$ cat config.mk
export PLATFORM = sky130hd
export DESIGN_NAME = if_fetch_stage
export DESIGN_NICKNAME = d
export VERILOG_FILES = /design/src/rtl/if_fetch_stage.sv
export SDC_FILE = /design/constraint.sdc
export NUM_CORES = 1
export LEC_CHECK = 0
export CAP_MARGIN = 25
export CORE_ASPECT_RATIO = 0.7
export CORE_UTILIZATION = 49
export DETAILED_ROUTE_END_ITERATION = 7
export PLACE_DENSITY = 0.88
export SYNTH_ARGS = -nofsm -noshare
export SYNTH_HDL_FRONTEND = slang
export SYNTH_SLANG_ARGS = --single-unit
$ cat constraint.sdc
create_clock -name clk -period 4.63 [get_ports clk]
set_input_delay 0.6945 -clock clk [delete_from_list [all_inputs] [get_ports clk]]
set_output_delay 0.6945 -clock clk [all_outputs]
set_load 0.01 [all_outputs]
$ cat src/rtl/if_fetch_stage.sv
// if_fetch_stage
//   Instruction-fetch stage feeding the IF/ID pipeline register. Owns the PC,
//   issues one outstanding request at a time to instruction memory using a
//   request/grant/response handshake, buffers a single fetched instruction and
//   presents it with its PC+4. Handles freeze (hazard stall) and branch/jump
//   redirects, and mirrors branch_taken onto flush_out toward IF/ID.
//
//   Optional feature: define IF_FETCH_PERF_CNT_EN to add the perf_stall_cycles
//   and perf_redirects counter outputs.
//
// Ports
//   clk, rst           clock (rising edge), asynchronous active-high reset
//   freeze             hazard stall; buffered instruction not consumed
//   branch_taken       redirect pulse from a later stage
//   branch_target      redirect PC; low two bits are forced to zero
//   imem_req/addr      fetch request and word-aligned fetch address
//   imem_gnt           memory accepts the request this cycle
//   imem_rvalid/rdata  response valid and instruction word
//   PCplus4Out         PC+4 of the buffered instruction
//   instructionOut     buffered instruction, 0 (NOP) when not valid
//   valid_out          buffer holds a valid instruction
//   flush_out          combinational copy of branch_taken
//   perf_stall_cycles  (optional) cycles with no valid instruction buffered
//   perf_redirects     (optional) cycles with branch_taken asserted
module if_fetch_stage #(
  parameter logic [31:0] RESET_PC = 32'h0000_0000,
  localparam int unsigned XLEN    = 32
) (
  input  logic            clk,
  input  logic            rst,
  input  logic            freeze,
  input  logic            branch_taken,
  input  logic [XLEN-1:0] branch_target,
  output logic            imem_req,
  output logic [XLEN-1:0] imem_addr,
  input  logic            imem_gnt,
  input  logic            imem_rvalid,
  input  logic [XLEN-1:0] imem_rdata,
  output logic [XLEN-1:0] PCplus4Out,
  output logic [XLEN-1:0] instructionOut,
  output logic            valid_out,
`ifdef IF_FETCH_PERF_CNT_EN
  output logic [XLEN-1:0] perf_stall_cycles,
  output logic [XLEN-1:0] perf_redirects,
`endif
  output logic            flush_out
);

  typedef enum logic [1:0] {
    S_REQ     = 2'd0,
    S_WAIT    = 2'd1,
    S_FULL    = 2'd2,
    S_DISCARD = 2'd3
  } state_t;

  state_t          state;
  logic [XLEN-1:0] pc;
  logic [XLEN-1:0] pc_plus4;
  logic [XLEN-1:0] redirect_pc;
  logic            consume;

  // Buffered instruction leaves toward IF/ID this cycle.
  assign consume     = valid_out & ~freeze & ~branch_taken;
  assign pc_plus4    = pc + XLEN'(4);
  assign redirect_pc = branch_target & ~XLEN'(3);

  // Next fetch can be issued in the same cycle the buffer drains.
  assign imem_req  = (state == S_REQ) | ((state == S_FULL) & consume);
  assign imem_addr = pc;
  assign flush_out = branch_taken;

  // Fetch FSM, PC and instruction buffer. Redirect outranks freeze and capture.
  always_ff @(posedge clk or posedge rst) begin
    if (rst) begin
      state          <= S_REQ;
      pc             <= RESET_PC;
      valid_out      <= 1'b0;
      instructionOut <= '0;
      PCplus4Out     <= '0;
    end else if (branch_taken) begin
      pc             <= redirect_pc;
      valid_out      <= 1'b0;
      instructionOut <= '0;
      PCplus4Out     <= '0;
      // A request granted or still in flight must have its response dropped.
      case (state)
        S_REQ:     state <= imem_gnt    ? S_DISCARD : S_REQ;
        S_WAIT:    state <= imem_rvalid ? S_REQ     : S_DISCARD;
        S_FULL:    state <= S_REQ;
        S_DISCARD: state <= imem_rvalid ? S_REQ     : S_DISCARD;
        default:   state <= S_REQ;
      endcase
    end else begin
      case (state)
        S_REQ: begin
          if (imem_gnt) state <= S_WAIT;
        end
        S_WAIT: begin
          if (imem_rvalid) begin
            instructionOut <= imem_rdata;
            PCplus4Out     <= pc_plus4;
            pc             <= pc_plus4;
            valid_out      <= 1'b1;
            state          <= S_FULL;
          end
        end
        S_FULL: begin
          // Under freeze everything holds; otherwise drain and refetch.
          if (consume) begin
            valid_out      <= 1'b0;
            instructionOut <= '0;
            state          <= imem_gnt ? S_WAIT : S_REQ;
          end
        end
        S_DISCARD: begin
          if (imem_rvalid) state <= S_REQ;
        end
        default: state <= S_REQ;
      endcase
    end
  end

`ifdef IF_FETCH_PERF_CNT_EN
  // Free-running performance counters, wrapping at 2^32.
  always_ff @(posedge clk or posedge rst) begin
    if (rst) begin
      perf_stall_cycles <= '0;
      perf_redirects    <= '0;
    end else begin
      if (!valid_out)   perf_stall_cycles <= perf_stall_cycles + XLEN'(1);
      if (branch_taken) perf_redirects    <= perf_redirects + XLEN'(1);
    end
  end
`endif

endmodule

Word-level counts from Yosys, hierarchy flattened. Index checks and enable logic that the tools add are counted.

Bits of input ports: 70. Word-level logic and storage cells: 49. Register bits after elaboration: 99.

$add $sub $neg: 1. Eq/ne operators: 7. Reductions and logical operators: 8. Muxes and demuxes: 22. Bitwise gates (word level): 6.

Operator list (number): $mux W32 (7); $pmux W32 S2 (1); $add A32 B3 Y32 const B (1); $mux W2 (7); $ne A3 B3 Y1 const B (4); $pmux W2 S4 (1); $pmux W2 S3 (1); $eq A2 B2 Y1 const B (2); $mux W1 (4); $reduce_and A4 Y1 (1); $reduce_bool A2 Y1 (2); $and A1 B1 Y1 (3); $reduce_and A3 Y1 (1); $reduce_bool A3 Y1 (1); $eq A2 B1 Y1 const B (1); $logic_not A2 Y1 (1); $not A1 Y1 (2); $pmux W1 S2 (1); $reduce_and A2 Y1 (1); $reduce_or A2 Y1 (1); $or A1 B1 Y1 (1).

Logic depth before layout (Yosys ltp). Gate-level depths: netlist of the first run.

Depth after elaboration: 6. Depth in mapped cells: 8. Depth with buffers taken out: 5.

Worst setup path after synthesis of the first run. OpenSTA, ideal clock, no wires.

Kind: input to register. Start: input port imem_rvalid. End: register pc[30] (netlist: imem_addr[30]). Data arrival time: 1.911 ns. Library setup time: 0.069 ns. Setup slack: 2.650 ns. Stages on the path: 4. Cells stage by stage: nand3b_4 > or4_4 > or4b_1 > nand3_1.

Cells in the longest elaborated chain, start to end: 2.

RTL lines: from (decl) (line 37) `input logic imem_rvalid,`; $reduce_bool A2 Y1 (no line); $reduce_and A2 Y1 (no line); to (signal assigned) (line 81) `pc <= redirect_pc;`; to (signal assigned) (line 102) `pc <= pc_plus4;`; to (decl) (line 57) `logic [XLEN-1:0] pc;`.

No other way between the ends. A chain may end at the register's enable or synchronous reset.

Worst setup path in the final report of the first run.
Start: input port freeze. End: output port imem_req.

Cells in the longest elaborated chain, start to end: 5.

RTL lines: from (decl) (line 31) `input logic freeze,`; $not A1 Y1 (line 63) `assign consume = valid_out & ~freeze & ~branch_taken;`; $and A1 B1 Y1 (2 in a row) (line 63); $and A1 B1 Y1 (line 68) `assign imem_req = (state == S_REQ) | ((state == S_FULL) & consume);`; $or A1 B1 Y1 (line 68); to (decl) (line 34) `output logic imem_req,`.

No other way between the ends.

==> results of run 1 <==
## report_power, final
part / switching, uW / total, uW / internal [uW]
Clock: 340 / 709 / 370
Sequential: 136 / 1090 / 958
Combinational: 356 / 740 / 384
Total: 831 / 2540 / 1710
## stage by stage
step / utilization / hold slack (ns) / setup WS (ns)
floorplan: - / 0.530 / 1.43
global placement: 0.692 / 0.482 / 1.65
detailed placement: 0.693 / 0.482 / 1.57
CTS: 0.724 / 0.502 / 1.60
global route: 0.728 / 0.507 / 1.54
finish: 0.728 / 0.496 / 1.56
## cells by family after synthesis
family / after synthesis
compound gates: 147
xor+xnor: 23
fa+ha+maj: 1
buf+inv: 56
flops: 96
mux: 1
other cells: 1
simple gates: 167
## area by class of cell
class                      instances  area (um2)
sequential                        96        2400
multi-input combinational        341        2190
timing repair buffer             172        1730
clock inverter                     7        56.3
inverter                           7        28.8
fill                             679        2530
clock buffer                       9         225
tap                              124         155
## cell usage in the layout, fill, tap and decap left out, types with 14 or more instances in the layout
master / count
a22o_1: 33
a31oi_1: 27
clkdlybuf4s50_1: 163
dfrtp_1: 96
nand2_1: 31
nand3_1: 18
nand4_1: 19
nor2_1: 33
o21ai_0: 41
o31ai_1: 17
or4_1: 19
xnor2_1: 14
## critical path, delay by kind of cell
family	cells	cell delay, ns
AND/OR/NAND/NOR	2	0.43
AO/OA/AOI/OAI	1	0.25
buffers and inverters	2	0.99
## layer usage
metal / track usage / vias up / routed length (um)
met5: 0 / - / 0
met4: 0.0853 / 0 / 206
met3: 0.0679 / 17 / 1050
met2: 0.457 / 219 / 6960
met1: 0.416 / 2269 / 6400
li1: - / 2123 / -
## path summary, 6_finish.rpt
check / cells past startpoint / to / slack (ns)
setup / recovery: 5 / imem_req / 1.56
hold / removal: 1 / instructionOut[8] / 0.50
setup reg to reg: 5 / imem_addr[20] / 2.27
hold reg to reg: 1 / instructionOut[8] / 0.50
max in group asynchronous: 4 / instructionOut[11] / 3.19
min in group asynchronous: 2 / PCplus4Out[30] / 0.57
## sequential cells by signal, summed over array words and instances, names as in the netlist
| signal | cells |
|---|---|
| imem_addr | 30 |
| instructionOut | 32 |
| valid_out | 1 |
| PCplus4Out | 31 |
| state | 2 |
==> reports/summary.txt, run 1 <==
kind of critical path = in2out
fmax = 326 MHz
power per cell area = 374 nW/um2
Seq cells post-synth = 96
port bufs = 164
largest family of logic cells by synthesized area = compound AO/OA/AOI/OAI gates
initial core utilization = 0.518
Most used DFF post-synth = dfrtp_1
Setup Buffers After CTS = 0
crit-path max FO = 3
Tmin final = 3.07 ns
register area share after synthesis = 0.497
Clock Skews = 0.00587 ns
core footprint = 9330 um2
CTS root buf = clkbuf_16
fraction of layout cells with a size suffix above 1 = 0.0538
I/O pin count = 169
Nets = 698
critical-path cell list = clkdlybuf4s50_1 -> nor2b_1 -> nand2_1 -> a21oi_1 -> clkdlybuf4s50_1
Worst-Margin Slew = 0.747 ns
Power Total = 2540 uW
CTS Buffer Depth = 2
# clock sinks = 96
CP Capture Type = output pin
top post-synthesis cells by area = dfrtp_1 50%, a22o_1 6.0%, o21ai_0 4.2%
initial antenna violation count = 0
status = complete, no violations
Worst EP required = 3.94 ns
ANT nets after route = 0
cell mode on critical path = clkdlybuf4s50_1
global-route usage over all layers = 0.295
largest net degree at the start of global routing = 78
placed cell area = 6470 um2
post-CTS sizing = 0
Worst EP arrival = 2.37 ns
routability congestion estimate = 0.864
Pins Over Slew Limit = 0
post-synth cell types = 44
Post-Synth Adder-Cell Area = 0.00259
# setup viols final = 0
H-Tree Depth = 3
CTS buffer count = 9
row count = 29
vias in the first global route = 4481
Area Growth Syn to Fin = 40.5%
Post-synth EDFFs = 0
Antenna Cells = 0
hpwl dp = 9970 um
crit path launch type = input pin
Post-synth ARST share = 1.00
cell accounting for the most synthesized area = dfrtp_1
placed instance count = 738
mapped cell area = 4830 um2
post-synthesis cell count = 492
Final Cell Area = 6790 um2
setup TNS = 0 ns
Die H = 85.1 um
most frequent cell after synthesis = dfrtp_1
CTS clk-pin slew, worst paths = 0.07 ns
die footprint = 10300 um2
Hold Crit Class = reg2reg
Hold Crit Start = instructionOut[8]
post-DR wirelength/cell = 19.3 um
leak pwr = 0.00267 uW
DRC = 0
fin crit share = 0.663
CTS tree = done
crit path from = freeze
Final Non-Filler Cells = 756
peak supply drop = 0.271 mV
Yosys warnings = 0
initial drt markers = 363
Post-Syn Area per Cell = 9.82 um2
reg2reg start = state[0]
Slowest-stage cell, CP = clkdlybuf4s50_1
Final Hold Vio Count = 0
Synth Area in Simple Gates = 0.194
Slew headroom = 0.497
Compound-Gate Fraction of Synth Area = 0.208
post-synthesis mux area share = 0.00233
DRT Pass-1 Iters = 5
XOR/XNOR Fraction of Synth Area = 0.0417
vias = 4628
unrepaired setup endpoints after global routing = no
WL final = 14600 um
Synth top cells by count = 96 x dfrtp_1, 41 x o21ai_0, 34 x nor2_1
die width = 121 um
Clock Latency Late Sink = 0.35 ns
cts hold-fix bufs = 0
drt via density = 6.12
Yosys top cell area share = 0.497
first-pass GRT wire length = 23600 um
Max-cap violations = 0
critical path's largest stage delay = 0.59 ns
GRT overflow = 0
Note: power is estimated with default switching activity, not from simulation.
==> run 2, diff against run 1 <==
Settings changed: CORE_UTILIZATION 49 to 46, PLACE_DENSITY 0.88 to 0.83.
Clock period 4.63 ns to 2.9 ns, I/O delays scaled along.
==> reports/summary.txt, run 2 (same netlist as run 1, synthesis figures left out) <==
status = complete, no violations
fin crit share = 0.846
Clock Skews = 0.00761 ns (+0.00175 ns)
Sw Share = 0.299 (-0.0283)
WL final = 14600 um (+0.21%)
Slew headroom = 0.507 (+0.00979)
Setup Buffers After CTS = 0 (unchanged)
row count = 30 (+3.4%)
Power Total = 4310 uW (+70%)
Nets = 704 (+0.86%)
Tmin final = 2.45 ns
global-route usage over all layers = 0.272 (-0.0229)
fmax = 407 MHz
vias in the first global route = 4545 (+1.4%)
Seq pwr share = 0.404 (-0.026)
DRC = 0 (unchanged)
leak pwr = 0.00272 uW (+1.8%)
port bufs = 164 (unchanged)
core footprint = 9950 um2 (+6.7%)
Final Hold Vio Count = 0 (unchanged)
# clock sinks = 96 (unchanged)
placed instance count = 750 (+1.6%)
die width = 125 um (+3.2%)
H-Tree Depth = 3 (unchanged)
critical-path cell list = clkdlybuf4s50_1 -> nor2b_1 -> nand2_1 -> a21oi_1 -> clkdlybuf4s50_1
initial core utilization = 0.486 (-0.0324)
Worst-Margin Slew = 0.738 ns (-0.00934 ns)
CTS Buffer Depth = 2 (unchanged)
Worst EP arrival = 2.02 ns (-0.35 ns)
critical path's largest stage delay = 0.59 ns (about the same)
Largest delay share family, worst path = buffers and inverters
Clock Latency Late Sink = 0.35 ns (about the same)
Largest register FFs = 32 (unchanged)
placed cell area = 6560 um2 (+1.4%)
commonest cells after routing, fill and taps aside = 163 x clkdlybuf4s50_1, 96 x dfrtp_1, 41 x o21ai_0
Buf+Inv Stages, Crit Path = 2 (unchanged)
CTS tree = done
GRT overflow = 0 (unchanged)
die footprint = 10900 um2 (+6.4%)
crit-path max FO = 3 (unchanged)
fraction of layout cells with a size suffix above 1 = 0.0612 (+0.00743)
Hold Crit Class = reg2reg
first-pass GRT wire length = 23300 um (-1.0%)
# setup viols final = 0 (unchanged)
crit path launch type = input pin
most common cell after layout, fill and taps aside = clkdlybuf4s50_1
power per cell area = 625 nW/um2 (+67%)
initial antenna violation count = 0 (unchanged)
WHS Path Cells = 1 (unchanged)
cell-internal power = 3020 uW (+77%)
Area Growth Syn to Fin = 42.8%
register area = 2400 um2 (unchanged)
routability congestion estimate = 0.889 (+2.9%)
CP Capture Type = output pin
critical path depth = 5 (unchanged)
Antenna Cells = 0 (unchanged)
peak supply drop = 0.355 mV (+31%)
vias = 4730 (+2.2%)
cell mode on critical path = clkdlybuf4s50_1
CTS buffer count = 9 (unchanged)
hpwl dp = 10300 um (+3.3%)
Final Cell Area = 6900 um2 (+1.6%)
ANT nets after route = 0 (unchanged)
Max-cap violations = 0 (unchanged)
Net Switching = 1290 uW (+55%)
setup TNS = 0 ns (unchanged)
I/O pin count = 169 (unchanged)
Die H = 87.8 um (+3.1%)
DRT Pass-1 Iters = 6 (+1)
Pins Over Slew Limit = 0 (unchanged)
Multi-input gate area = 2190 um2 (unchanged)
largest reg by FF count = instructionOut
CTS clk-pin slew, worst paths = 0.06 ns (about the same)
Slowest-stage cell, CP = clkdlybuf4s50_1
initial drt markers = 522 (+44%)
CTS root buf = clkbuf_16
unrepaired setup endpoints after global routing = no
post-CTS sizing = 0 (unchanged)
R2R cell count = 4 (-1)
cts hold-fix bufs = 0 (unchanged)
post-DR wirelength/cell = 19.1 um (-0.97%)
clock power share = 0.317 (+0.038)
Worst EP required = 2.47 ns (-1.47 ns)
largest net degree at the start of global routing = 52 (-33%)
Final Non-Filler Cells = 765 (+1.2%)
Comb power frac = 0.279 (-0.012)
drt via density = 6.18 (+1.0%)
kind of critical path = in2out
# fillers = 727 (+7.1%)
run 2: cell count changes in the layout (fill, tap and decap cells not counted), sizes merged:
cell and delta:
buf +6, clkinv -4, bufinv +3, inv -3
clkinvlp +2, clkbuf +1
run 2: layer usage:
metal  vias to the layer above  track usage  part of all wire
met3                        24       0.0696             0.081
met2                       229        0.428              0.47
li1                       2132            -                 -
met4                         0       0.0767             0.014
met5                         -            0                 0
met1                      2345        0.375              0.43
run 2: cell type report:
cell class / instances / share of cell area
repair buffers: 178 / 0.257
flip-flops and latches: 96 / 0.348
clock buffers: 10 / 0.0346
multi-input cells: 341 / 0.317
clock inverters: 5 / 0.0152
inverters: 7 / 0.00435
well taps: 128 / 0.0232
run 2: worst paths after layout:
path | startpoint | end | slack, ns
min | instructionOut[17] | instructionOut[17] | 0.50
max reg2reg | imem_addr[7] | imem_addr[21] | 0.59
min in group asynchronous | rst | instructionOut[21] | 0.55
max | freeze | imem_req | 0.45
max in group asynchronous | rst | imem_addr[12] | 1.62
min reg2reg | instructionOut[17] | instructionOut[17] | 0.50
run 2: through the flow:
stage                     utilization  setup slack [ns]  hold slack, ns
after CTS                       0.694             0.448           0.505
after floorplan                     -             0.991           0.530
final                           0.694             0.446           0.500
after detailed placement        0.659             0.402           0.481
after global placement          0.656             0.444           0.479
after global routing            0.694             0.304           0.521
run 2: power groups by stage:
stage / Combinational, uW / Sequential, uW / Clock [uW]
2_1_floorplan: 512 / 1770 / 0
3_3_place_gp: 1150 / 1750 / 0
3_5_place_dp: 1190 / 1750 / 0
4_1_cts: 1200 / 1740 / 1380
5_1_grt: 1290 / 1770 / 1440
6_report: 1200 / 1740 / 1370
